<file path="config.mk">
export PLATFORM = sky130hd
export DESIGN_NAME = sar_conv_scheduler_flat
export DESIGN_NICKNAME = d
export VERILOG_FILES = /design/src/rtl/sar_conv_scheduler_if.sv /design/src/rtl/sar_conv_scheduler.sv /design/src/flat_wrapper.sv
export SDC_FILE = /design/constraint.sdc
export NUM_CORES = 1
export LEC_CHECK = 0
export BUFFER_PORTS_ARGS = -buffer_cell sky130_fd_sc_hd__buf_4
export CORE_ASPECT_RATIO = 1.75
export CORE_MARGIN = 3
export CORE_UTILIZATION = 40
export DETAILED_ROUTE_END_ITERATION = 8
export HOLD_SLACK_MARGIN = 0.06
export PLACE_DENSITY_LB_ADDON = 0.08
export SETUP_SLACK_MARGIN = 0.5
export SYNTH_ARGS = -nofsm -noshare
export SYNTH_HDL_FRONTEND = slang
export SYNTH_SLANG_ARGS = --single-unit
</file>
<file path="constraint.sdc">
create_clock -name clk_i -period 1.2 [get_ports clk_i]
set_input_delay 0.06 -clock clk_i [delete_from_list [all_inputs] [get_ports clk_i]]
set_output_delay 0.06 -clock clk_i [all_outputs]
set_load 0.03 [all_outputs]
</file>
<file path="src/rtl/sar_conv_scheduler_if.sv">
// Signal bundle between the conversion scheduler, its requesters and the SAR ADC FSM.
// Ports: requester side (req_i, ack_o, result_o), analog/SAR side
//   (ch_sel_o, analog_ready_i, trigger_o, conv_done_i, conv_result_i,
//   interrupt_clear_o), status (busy_o, timeout_o).
//   master = scheduler, slave = environment (requesters + SAR FSM).

interface sar_conv_scheduler_if #(
    parameter int NUM_CH = 4,
    parameter int DATA_W = 8
);
    localparam int CH_W = $clog2(NUM_CH);

    logic [NUM_CH-1:0] req_i;
    logic [NUM_CH-1:0] ack_o;
    logic [DATA_W-1:0] result_o;
    logic [CH_W-1:0]   ch_sel_o;
    logic              analog_ready_i;
    logic              trigger_o;
    logic              conv_done_i;
    logic [DATA_W-1:0] conv_result_i;
    logic              interrupt_clear_o;
    logic              busy_o;
    logic              timeout_o;

    modport master (
        input  req_i,
        input  analog_ready_i,
        input  conv_done_i,
        input  conv_result_i,
        output ack_o,
        output result_o,
        output ch_sel_o,
        output trigger_o,
        output interrupt_clear_o,
        output busy_o,
        output timeout_o
    );

    modport slave (
        output req_i,
        output analog_ready_i,
        output conv_done_i,
        output conv_result_i,
        input  ack_o,
        input  result_o,
        input  ch_sel_o,
        input  trigger_o,
        input  interrupt_clear_o,
        input  busy_o,
        input  timeout_o
    );
endinterface

</file>
<file path="src/rtl/sar_conv_scheduler.sv">
// Round-robin conversion scheduler in front of a SAR ADC control FSM.
// Ports: clk_i, rst_i (async, active-high), bus (sar_conv_scheduler_if.master).
// Optional: define SAR_SCHED_TIMEOUT_EN to bound time in CONVERT to
//   TIMEOUT_CYCLES; otherwise CONVERT waits forever and timeout_o is 0.

module sar_conv_scheduler #(
    parameter int NUM_CH         = 4,
    parameter int DATA_W         = 8,
    parameter int TIMEOUT_CYCLES = 1023
) (
    input  logic                 clk_i,
    input  logic                 rst_i,
    sar_conv_scheduler_if.master bus
);
    localparam int CH_W = $clog2(NUM_CH);

    if (NUM_CH < 2 || NUM_CH > 16 || TIMEOUT_CYCLES < 1) begin : g_bad_cfg
        $fatal(1, "sar_conv_scheduler: parameter out of range");
    end

    typedef enum logic [2:0] {
        IDLE,
        WAIT_READY,
        TRIG,
        CONVERT,
        CLEAR,
        ACK
    } state_t;

    state_t            state_q, state_d;
    logic [CH_W-1:0]   rr_q;
    logic [CH_W-1:0]   ch_q;
    logic [CH_W-1:0]   rr_next;
    logic [CH_W-1:0]   grant_idx;
    logic              grant_vld;
    logic [DATA_W-1:0] result_q, result_d;
    logic [NUM_CH-1:0] ack_q, ack_d;
    logic              trig_q, trig_d;
    logic              clr_q, clr_d;
    logic              busy_q, busy_d;
    logic              to_q, to_d;
    logic              to_seen_q, to_seen_d;
    logic              to_hit;

    // First requester at or after rr_q. Scanning offsets from high to low
    // lets the smallest offset overwrite the rest.
    always_comb begin
        int              idx;
        logic [CH_W-1:0] sel;
        grant_vld = 1'b0;
        grant_idx = '0;
        idx       = 0;
        sel       = '0;
        for (int i = NUM_CH - 1; i >= 0; i--) begin
            idx = int'(rr_q) + i;
            if (idx >= NUM_CH) begin
                idx = idx - NUM_CH;
            end
            sel = CH_W'(idx);
            if (bus.req_i[sel]) begin
                grant_vld = 1'b1;
                grant_idx = sel;
            end
        end
    end

    // Explicit wrap so unused codes never appear for non-power-of-two NUM_CH.
    assign rr_next = (ch_q == CH_W'(NUM_CH - 1)) ? '0 : ch_q + CH_W'(1);

`ifdef SAR_SCHED_TIMEOUT_EN
    localparam int TO_W = $clog2(TIMEOUT_CYCLES + 1);

    logic [TO_W-1:0] to_cnt_q;

    // to_cnt_q counts completed CONVERT cycles; the timeout fires in the
    // cycle whose increment would reach TIMEOUT_CYCLES, so at most
    // TIMEOUT_CYCLES cycles are spent in CONVERT.
    assign to_hit = (state_q == CONVERT) &&
                    (int'(to_cnt_q) + 1 == TIMEOUT_CYCLES);

    always_ff @(posedge clk_i or posedge rst_i) begin
        if (rst_i) begin
            to_cnt_q <= '0;
        end else if (state_q != CONVERT) begin
            to_cnt_q <= '0;
        end else if (!to_hit) begin
            to_cnt_q <= to_cnt_q + TO_W'(1);
        end
    end
`else
    assign to_hit = 1'b0;
`endif

    // Next state plus next values of the registered outputs.
    always_comb begin
        state_d   = state_q;
        result_d  = result_q;
        to_seen_d = to_seen_q;
        ack_d     = '0;
        to_d      = 1'b0;

        unique case (state_q)
            IDLE: begin
                if (grant_vld) begin
                    state_d   = WAIT_READY;
                    to_seen_d = 1'b0;
                end
            end
            WAIT_READY: begin
                if (bus.analog_ready_i) begin
                    state_d = TRIG;
                end
            end
            TRIG: begin
                state_d = CONVERT;
            end
            CONVERT: begin
                // A real completion takes priority over a coincident timeout.
                if (bus.conv_done_i) begin
                    result_d = bus.conv_result_i;
                    state_d  = CLEAR;
                end else if (to_hit) begin
                    result_d  = '1;
                    to_seen_d = 1'b1;
                    state_d   = CLEAR;
                end
            end
            CLEAR: begin
                state_d = ACK;
            end
            ACK: begin
                state_d = IDLE;
            end
            default: begin
                state_d = IDLE;
            end
        endcase

        trig_d = (state_d == TRIG);
        clr_d  = (state_d == CLEAR);
        busy_d = (state_d != IDLE);
        if (state_d == ACK) begin
            ack_d[ch_q] = 1'b1;
            to_d        = to_seen_q;
        end
    end

    always_ff @(posedge clk_i or posedge rst_i) begin
        if (rst_i) begin
            state_q   <= IDLE;
            rr_q      <= '0;
            ch_q      <= '0;
            result_q  <= '0;
            ack_q     <= '0;
            trig_q    <= 1'b0;
            clr_q     <= 1'b0;
            busy_q    <= 1'b0;
            to_q      <= 1'b0;
            to_seen_q <= 1'b0;
        end else begin
            state_q   <= state_d;
            result_q  <= result_d;
            ack_q     <= ack_d;
            trig_q    <= trig_d;
            clr_q     <= clr_d;
            busy_q    <= busy_d;
            to_q      <= to_d;
            to_seen_q <= to_seen_d;
            if (state_q == IDLE && grant_vld) begin
                ch_q <= grant_idx;
            end
            if (state_q == ACK) begin
                rr_q <= rr_next;
            end
        end
    end

    assign bus.ack_o             = ack_q;
    assign bus.result_o          = result_q;
    assign bus.ch_sel_o          = ch_q;
    assign bus.trigger_o         = trig_q;
    assign bus.interrupt_clear_o = clr_q;
    assign bus.busy_o            = busy_q;
    assign bus.timeout_o         = to_q;

endmodule
</file>
<file path="src/flat_wrapper.sv">
// flat-port wrapper written by rule: the top's interface ports become plain ports
module sar_conv_scheduler_flat 
#(
    parameter int NUM_CH         = 4,
    parameter int DATA_W         = 8,
    parameter int TIMEOUT_CYCLES = 1023
)
  (clk_i, rst_i, bus_req_i, bus_analog_ready_i, bus_conv_done_i, bus_conv_result_i, bus_ack_o, bus_result_o, bus_ch_sel_o, bus_trigger_o, bus_interrupt_clear_o, bus_busy_o, bus_timeout_o);
  sar_conv_scheduler_if #(.NUM_CH(NUM_CH), .DATA_W(DATA_W)) bus_i ();
  input  logic clk_i;
  input  logic rst_i;
  input wire logic [$bits(bus_i.req_i)-1:0] bus_req_i;
  input wire logic [$bits(bus_i.analog_ready_i)-1:0] bus_analog_ready_i;
  input wire logic [$bits(bus_i.conv_done_i)-1:0] bus_conv_done_i;
  input wire logic [$bits(bus_i.conv_result_i)-1:0] bus_conv_result_i;
  output wire logic [$bits(bus_i.ack_o)-1:0] bus_ack_o;
  output wire logic [$bits(bus_i.result_o)-1:0] bus_result_o;
  output wire logic [$bits(bus_i.ch_sel_o)-1:0] bus_ch_sel_o;
  output wire logic [$bits(bus_i.trigger_o)-1:0] bus_trigger_o;
  output wire logic [$bits(bus_i.interrupt_clear_o)-1:0] bus_interrupt_clear_o;
  output wire logic [$bits(bus_i.busy_o)-1:0] bus_busy_o;
  output wire logic [$bits(bus_i.timeout_o)-1:0] bus_timeout_o;
  assign bus_i.req_i = bus_req_i;
  assign bus_i.analog_ready_i = bus_analog_ready_i;
  assign bus_i.conv_done_i = bus_conv_done_i;
  assign bus_i.conv_result_i = bus_conv_result_i;
  assign bus_ack_o = bus_i.ack_o;
  assign bus_result_o = bus_i.result_o;
  assign bus_ch_sel_o = bus_i.ch_sel_o;
  assign bus_trigger_o = bus_i.trigger_o;
  assign bus_interrupt_clear_o = bus_i.interrupt_clear_o;
  assign bus_busy_o = bus_i.busy_o;
  assign bus_timeout_o = bus_i.timeout_o;
  sar_conv_scheduler #(.NUM_CH(NUM_CH), .DATA_W(DATA_W), .TIMEOUT_CYCLES(TIMEOUT_CYCLES)) u_core (.clk_i(clk_i), .rst_i(rst_i), .bus(bus_i));
endmodule
</file>
* Yosys cells after proc, flatten, opt, wreduce, memory -nomap -nowiden
Cells that the tools add are included.
** Operators by class
- Add/subtract/negate cells :: 8
- Magnitude comparators :: 10
- Equal/unequal tests :: 9
- Mux-type cells :: 28
- Reduce and logical (&&, ||, !) cells :: 5
** Operators by type and width (number)
- $mux W2 :: 9
- $lt A2 B3 Y1 const B :: 5
- $pmux W3 S5 :: 1
- $eq A3 B3 Y1 const B :: 4
- $eq A3 B2 Y1 const B :: 3
- $ge A3 B3 Y1 const B :: 3
- $mux W1 :: 9
- $mux W3 :: 3
- $bmux W1 S2 :: 4
- $sub A2 B1 Y2 const B :: 4
- $add A2 B2 Y3 const B :: 2
- $mux W4 :: 1
- $add A2 B1 Y3 const B :: 1
- $eq A3 B1 Y1 const B :: 1
- $ge A2 B3 Y1 const B :: 1
- $logic_not A3 Y1 :: 1
- $reduce_bool A3 Y1 :: 1
- $add A2 B1 Y2 const B :: 1
- $demux W1 S2 :: 1
- $eq A2 B2 Y1 const B :: 1
- $ge A2 B1 Y1 const B :: 1
- $logic_and A1 B1 Y1 :: 2
- $reduce_and A2 Y1 :: 1
** Storage, ports and cells
- Flip-flop bits (word level) :: 22
- Bits of input ports :: 16
- Output and inout port bits :: 18

* Logic depth before layout (Yosys ltp)
Gate-level depths: netlist (run 1).
- Depth after elaboration :: 13
- Depth in mapped cells :: 5

* Least setup slack after synthesis (run 1)
Ideal clock, no wire load.
- Kind :: register to register
- From :: register u_core.ch_q[0], in the netlist u_core.bus.ch_sel_o[0]
- To :: register u_core.rr_q[1]
- Arrival time :: 1.196 ns
- Data required time :: 1.075 ns
- Slack :: -0.121 ns
- Cell stages (with the launch flop) :: 4
- Path buffers :: 0
- Cells stage by stage :: dfrtp_1 > inv_1 > ha_1 > mux2_2
** On the way
- Cells in the longest elaborated chain, start to end :: 2
- Elaborated cells on any way between the ends :: 3
- Those cells by class :: 1 x add/sub; 1 x eq/ne; 1 x mux
** Ends and longest elaborated chain
- start: declaration :: RTL line sar_conv_scheduler.sv:32 : logic [CH_W-1:0] ch_q;
- start signal: assignment :: RTL line sar_conv_scheduler.sv:170 : ch_q <= grant_idx;
- $add A2 B1 Y2 / $eq A2 B2 Y1 (equally long branches) :: RTL line sar_conv_scheduler.sv:68 : assign rr_next = (ch_q == CH_W'(NUM_CH - 1)) ? '0 : ch_q + CH_W'(1);
- $mux W2 (*) :: RTL line sar_conv_scheduler.sv:68
- named net u_core.rr_next[1] :: RTL line sar_conv_scheduler.sv:33 : logic [CH_W-1:0] rr_next;
- end signal: assignment :: RTL line sar_conv_scheduler.sv:173 : rr_q <= rr_next;
- end: declaration :: RTL line sar_conv_scheduler.sv:31 : logic [CH_W-1:0] rr_q;
Mark *: on every way through the listed nets, which the timed path passes. The rest lies on a longest branch.
A chain may end at the register's enable or synchronous reset.

* Worst setup path in the final report (run 1)
- From :: register u_core.state_q[1]
- To :: register u_core.rr_q[1]
** On the way
- Cells in the longest elaborated chain, start to end :: 1
** Ends and longest elaborated chain
- start: declaration :: RTL line sar_conv_scheduler.sv:30 : state_t state_q, state_d;
- start signal: assignment :: RTL line sar_conv_scheduler.sv:161 : state_q <= state_d;
- $eq A3 B3 Y1 :: RTL line sar_conv_scheduler.sv:172 : if (state_q == ACK) begin
No other way between the ends.

==> run metrics, run 1 <==
outcome finished with violations; failing checks hold timing; Detail Placement HPWL 1.55 mm; fmax 0.842 GHz; WS Path Type reg -> reg; CTS clk-pin slew, worst paths 0.12 ns; Final Cycle Share 0.990; drt first pass iters 4; Clock Skews 0.00450 ns; PwrDens 2660 mW/mm^2; CORE AREA 0.00220 sq mm; Post-Syn Area per Cell 11.4 sq um; Die X 43.1 um; H-tree levels 1; # rows 22; Final Critical Period 1.19 ns; CP endpoint kind flip-flop; Data arrival, critical path 1.39 ns; FF/Latch Area 558 sq um; Worst Path Max Fanout 6; GRT Resource Usage Total 0.152; drt wl/cell 15.4 um; CTS Buffer Depth 2; Die Height 70.8 um; Critical Path RT 1.40 ns; die footprint 0.00305 sq mm; drt total wl 2.43 mm; CTS buffer count 3; fillers 156; final hold vios 8; post-synth net total 104; pre-CTS setup slack -0.0118 ns; Final setup viols 0; crit path launch type flip-flop; CTS Root Cell clkbuf_4; Starting Density 0.436; sequential area share after synthesis 0.573; reg-to-reg slack, setup 0.01 ns; Slowest Stage Delay on Critical Path 0.45 ns; I/O pins 34; layout cells sized above 1 0.649; Post-CTS Hold Fix Bufs 2; Hold Crit Class in -> reg; I/O Buffers 32; met3 wire len 109 um; initial detailed-routing violation count 12; final net count 155; RD Place Congestion 0.828; post-synthesis register bit count 22; Final WS setup 0.0126 ns; number of global-route vias before repair 797; maximum VDD drop 1.69 mV; highest metal used met4; Antenna Violating Nets Remaining 0; overall power 4.28 mW; initial antenna violation count 0; Slew Limit Fails 0; worst-skew pair later-pin latency 0.30 ns; Yosys Warn Count 0; multi-input logic area 493 sq um; Pleak 0.775 nW; RSZ-0062 raised after global routing true; max_cap viols 0; worst-path cell chain buf_12 -> nor2b_4 -> nand2_2 -> mux2_2; number of distinct library cells after synthesis 21; Critical-path top delay cell dfrtp_2; final hold slack -0.0166 ns; metal2 WL 1.43 mm; area delta synth->final 67.7%; Synth Instances 84; CTS tree yes; first-pass GRT wire length 3.57 mm; met1 wire length 878 um; largest net degree at the start of global routing 23; DRC viols 0; clock sinks 22; diode count 0; vias per cell 5.14; routed via count 812; GRT Residual Overflow 0; Syn Std Cell Area 961 sq um
-- placed cells by master, fill, tap and decap left out, types with 2 or more instances in the layout --
master and instances:
nor3_4 2, nand2_1 8, buf_4 23, inv_2 4
ha_1 3, o21ai_1 2, nand4_4 2, mux2_2 8
nand2b_1 2, buf_6 21, clkbuf_4 3, dfrtp_1 16
inv_1 2, a21oi_1 3, o21ai_0 2, a21oi_2 2
dfrtp_2 6, dlygate4sd3_1 2, nand2_2 3, and3_1 4
-- per-stage QoR --
stage / util / instances / TNS (ns) / instance area, sq um
6_report: 0.732 / 158 / 0 / 1610
5_1_grt: 0.732 / 158 / -0.0816 / 1610
4_1_cts: 0.679 / 154 / 0 / 1500
3_5_place_dp: 0.586 / 142 / -0.0118 / 1290
3_3_place_gp: 0.586 / 142 / 0 / 1290
2_1_floorplan: - / 84 / 0 / 1010
-- cells by family after synthesis --
| group | Yosys count | share of synthesized area |
|---|---|---|
| other cells | 1 | 0.00390 |
| flops | 22 | 0.573 |
| buf+inv | 9 | 0.0404 |
| fa+ha+maj | 4 | 0.0521 |
| simple gates | 26 | 0.148 |
| compound gates | 13 | 0.0768 |
| mux | 9 | 0.105 |
-- layout make-up --
class                   count  share of cell area
clock inverters             1              0.0186
flip-flops and latches     22               0.346
inverters                   7              0.0179
multi-input cells          54               0.306
well taps                  24              0.0186
repair buffers             47               0.279
clock buffers               3              0.0140
-- where the power goes --
part           leakage [nW]  total [mW]  internal (mW)  switching, mW
combinational         0.481        2.35           1.18           1.17
sequential            0.266        1.37           1.05          0.326
clock                0.0279       0.556          0.337          0.219
-- synthesized netlist by cell type --
cell type	number	share of area
dfrtp_1	22	0.57
nand2_1	11	0.043
mux2_2	9	0.11
inv_1	7	0.027
a21oi_1	5	0.026
o21ai_0	5	0.026
and3_1	4	0.026
ha_1	4	0.052
nand2b_1	3	0.020
nor2_1	2	0.0078
o31ai_1	2	0.016
a221oi_1	1	0.0091
buf_2	1	0.0052
buf_4	1	0.0078
conb_1	1	0.0039
nand3_1	1	0.0052
nand4_2	1	0.013
nor2b_1	1	0.0065
nor3_1	1	0.0052
nor3_2	1	0.010
or4_4	1	0.012
-- layer usage --
layer	up-vias	GRT usage
met5	-	0
met1	397	0.172
met3	2	0.0254
met2	23	0.273
met4	0	0.0604
li1	390	-
-- worst paths after layout --
| kind | from | end | cells past startpoint |
|---|---|---|---|
| min in group asynchronous | rst_i | u_core.rr_q[0] | 4 |
| worst min-delay path | bus_conv_result_i[1] | u_core.bus.result_o[1] | 2 |
| worst max-delay path | u_core.state_q[1] | u_core.rr_q[1] | 4 |
| worst min register to register | u_core.bus.result_o[1] | u_core.bus.result_o[1] | 1 |
| worst max register to register | u_core.state_q[1] | u_core.rr_q[1] | 4 |
| max in group asynchronous | rst_i | u_core.state_q[0] | 4 |
-- worst max-delay path: cells and delay by family, from the launching register on --
kind | cells | cell delay [ns]
muxes | 1 | 0.27
and+or+nand+nor | 2 | 0.22
buffers and inverters | 1 | 0.15
DFF | 1 | 0.45
-- flip-flops by register name, indices dropped and copies added (netlist names) --
signal / count
u_core.bus.busy_o: 1
u_core.bus.interrupt_clear_o: 1
u_core.bus.ch_sel_o: 2
u_core.bus.result_o: 8
u_core.bus.trigger_o: 1
u_core.state_q: 3
u_core.rr_q: 2
u_core.bus.ack_o: 4
-- repair_timing --
action                                  CTS  global route
pin swaps                                 7             6
gates resized for setup                  23            19
hold endpoints to repair                 32             8
gates cloned                              0             1
endpoints found under the setup margin   39            39
setup buffers                             6             3
(Power assumes the default switching activity.)
==> run 2: changes to the inputs <==
--- a/config.mk
+++ b/config.mk
@@ -8,7 +8,7 @@
 export BUFFER_PORTS_ARGS = -buffer_cell sky130_fd_sc_hd__buf_4
 export CORE_ASPECT_RATIO = 1.75
 export CORE_MARGIN = 3
-export CORE_UTILIZATION = 40
+export CORE_UTILIZATION = 30
 export DETAILED_ROUTE_END_ITERATION = 8
 export HOLD_SLACK_MARGIN = 0.06
 export PLACE_DENSITY_LB_ADDON = 0.08
==> run metrics, run 2 (synthesis gave the netlist of run 1 again) <==
met3 usage 0.0312; Final WS setup 0.0290 ns; Post-CTS Hold Fix Bufs 1; drt total wl 2.26 mm; final hold vios 0; initial antenna violation count 0; H-tree levels 1; Slew Limit Fails 0; number of global-route vias before repair 834; initial detailed-routing violation count 7; Critical Path RT 1.34 ns; CTS clk-pin slew, worst paths 0.07 ns; max reg flops 8; most common cell after layout, fill and taps aside buf_6; maximum VDD drop 0.978 mV; routed via count 793; WS Path Type reg -> reg; worst hold stages 2; CTS buffer count 3; Cell Area, Placed 0.00131 sq mm; Antenna Violating Nets Remaining 0; area delta synth->final 64.2%; Starting Density 0.321; Final setup viols 0; Placed Cells 160; Worst Path Max Fanout 7; Die X 48.8 um; largest net degree at the start of global routing 23; Final Core Density 0.527; Hold Crit Class in -> reg; PwrDens 2500 mW/mm^2; Final Critical Period 1.17 ns; DRC viols 0; Clock Skews 0.00655 ns; final net count 154; commonest cells after routing, fill and taps aside buf_6, buf_4, dfrtp_1, nand2_1, mux2_2; Die Height 80.9 um; fillers 288; CTS Buffer Depth 2; overall power 3.94 mW; clock sinks 22; Data arrival, critical path 1.31 ns; drt first pass iters 3; GRT Residual Overflow 0; outcome finished clean; first-pass GRT wire length 3.83 mm; CTS tree yes; layout cells sized above 1 0.602; die footprint 0.00394 sq mm; GRT Resource Usage Total 0.126; max_cap viols 0; # rows 26; Final Instance Area 0.00158 sq mm; CP endpoint kind flip-flop; CORE AREA 0.00299 sq mm; RSZ-0062 raised after global routing true; global route hottest layer met2; drt wl/cell 12.9 um; GR Layer Usage met2 0.240; Detail Placement HPWL 1.62 mm; worst-skew pair later-pin latency 0.25 ns; crit path launch type flip-flop; vias per cell 4.53; RD Place Congestion 0.694; Reg2Reg Depth 3; pre-CTS setup slack -0.0198 ns; diode count 0; met1 global-route usage 0.132; I/O pins 34; Pleak 0.764 nW; I/O Buffers 32; post-route insts no fill 175; Final Cycle Share 0.976; fmax 0.854 GHz; CTS Root Cell clkbuf_8
-- run 2: stage by stage --
| step | setup TNS (ns) | hold slack (ns) |
|---|---|---|
| 6_report | 0 | 0.0356 |
| 5_1_grt | -0.0507 | 0.0262 |
| 4_1_cts | 0 | 0.0250 |
| 3_5_place_dp | -0.0203 | 0.123 |
| 3_3_place_gp | 0 | 0.118 |
| 2_1_floorplan | 0 | 0.0489 |
-- run 2: per-layer routing --
metal | vias to the layer above | routed length (um)
met5 | - | 0
met3 | 2 | 153
met2 | 25 | 1310
met4 | 0 | 20
met1 | 384 | 775
li1 | 382 | -
-- run 2: critical path, stage by stage (launching register included) --
cell	delay (ns)
dfrtp_2	0.48
buf_6	0.15
nand4_4	0.09
mux2_2	0.34
-- run 2: path summary, 6_finish.rpt --
| check | from | endpoint | slack, ns |
|---|---|---|---|
| hold reg to reg | u_core.bus.result_o[7] | u_core.bus.result_o[7] | 0.53 |
| min in group asynchronous | rst_i | u_core.rr_q[0] | 0.40 |
| setup reg to reg | u_core.state_q[0] | u_core.bus.result_o[7] | 0.03 |
| hold / removal | bus_conv_result_i[6] | u_core.bus.result_o[6] | 0.04 |
| setup / recovery | u_core.state_q[0] | u_core.bus.result_o[7] | 0.03 |
| max in group asynchronous | rst_i | u_core.bus.ch_sel_o[0] | 0.60 |
-- run 2: timing repair --
| action | CTS | global route |
|---|---|---|
| buffers inserted | 8 | 1 |
| resized for setup | 27 | 8 |
| hold endpoints to repair | 31 | 8 |
| pin swaps | 4 | 3 |
| endpoints found under the setup margin | 39 | 61 |
| gates cloned | 1 | 0 |
-- run 2: cell type report --
cell class	instances	area, sq um	area share
sequential	22	557	0.353
multi-input combinational	54	457	0.289
timing repair buffer	46	438	0.278
tap	42	52.6	0.0333
clock buffer	4	45.0	0.0285
inverter	7	28.8	0.0182
-- run 2: report_power, final --
group          internal, mW  leakage [nW]  switching, mW
combinational          1.08         0.474           1.02
clock                 0.236        0.0228          0.208
sequential             1.05         0.267          0.349
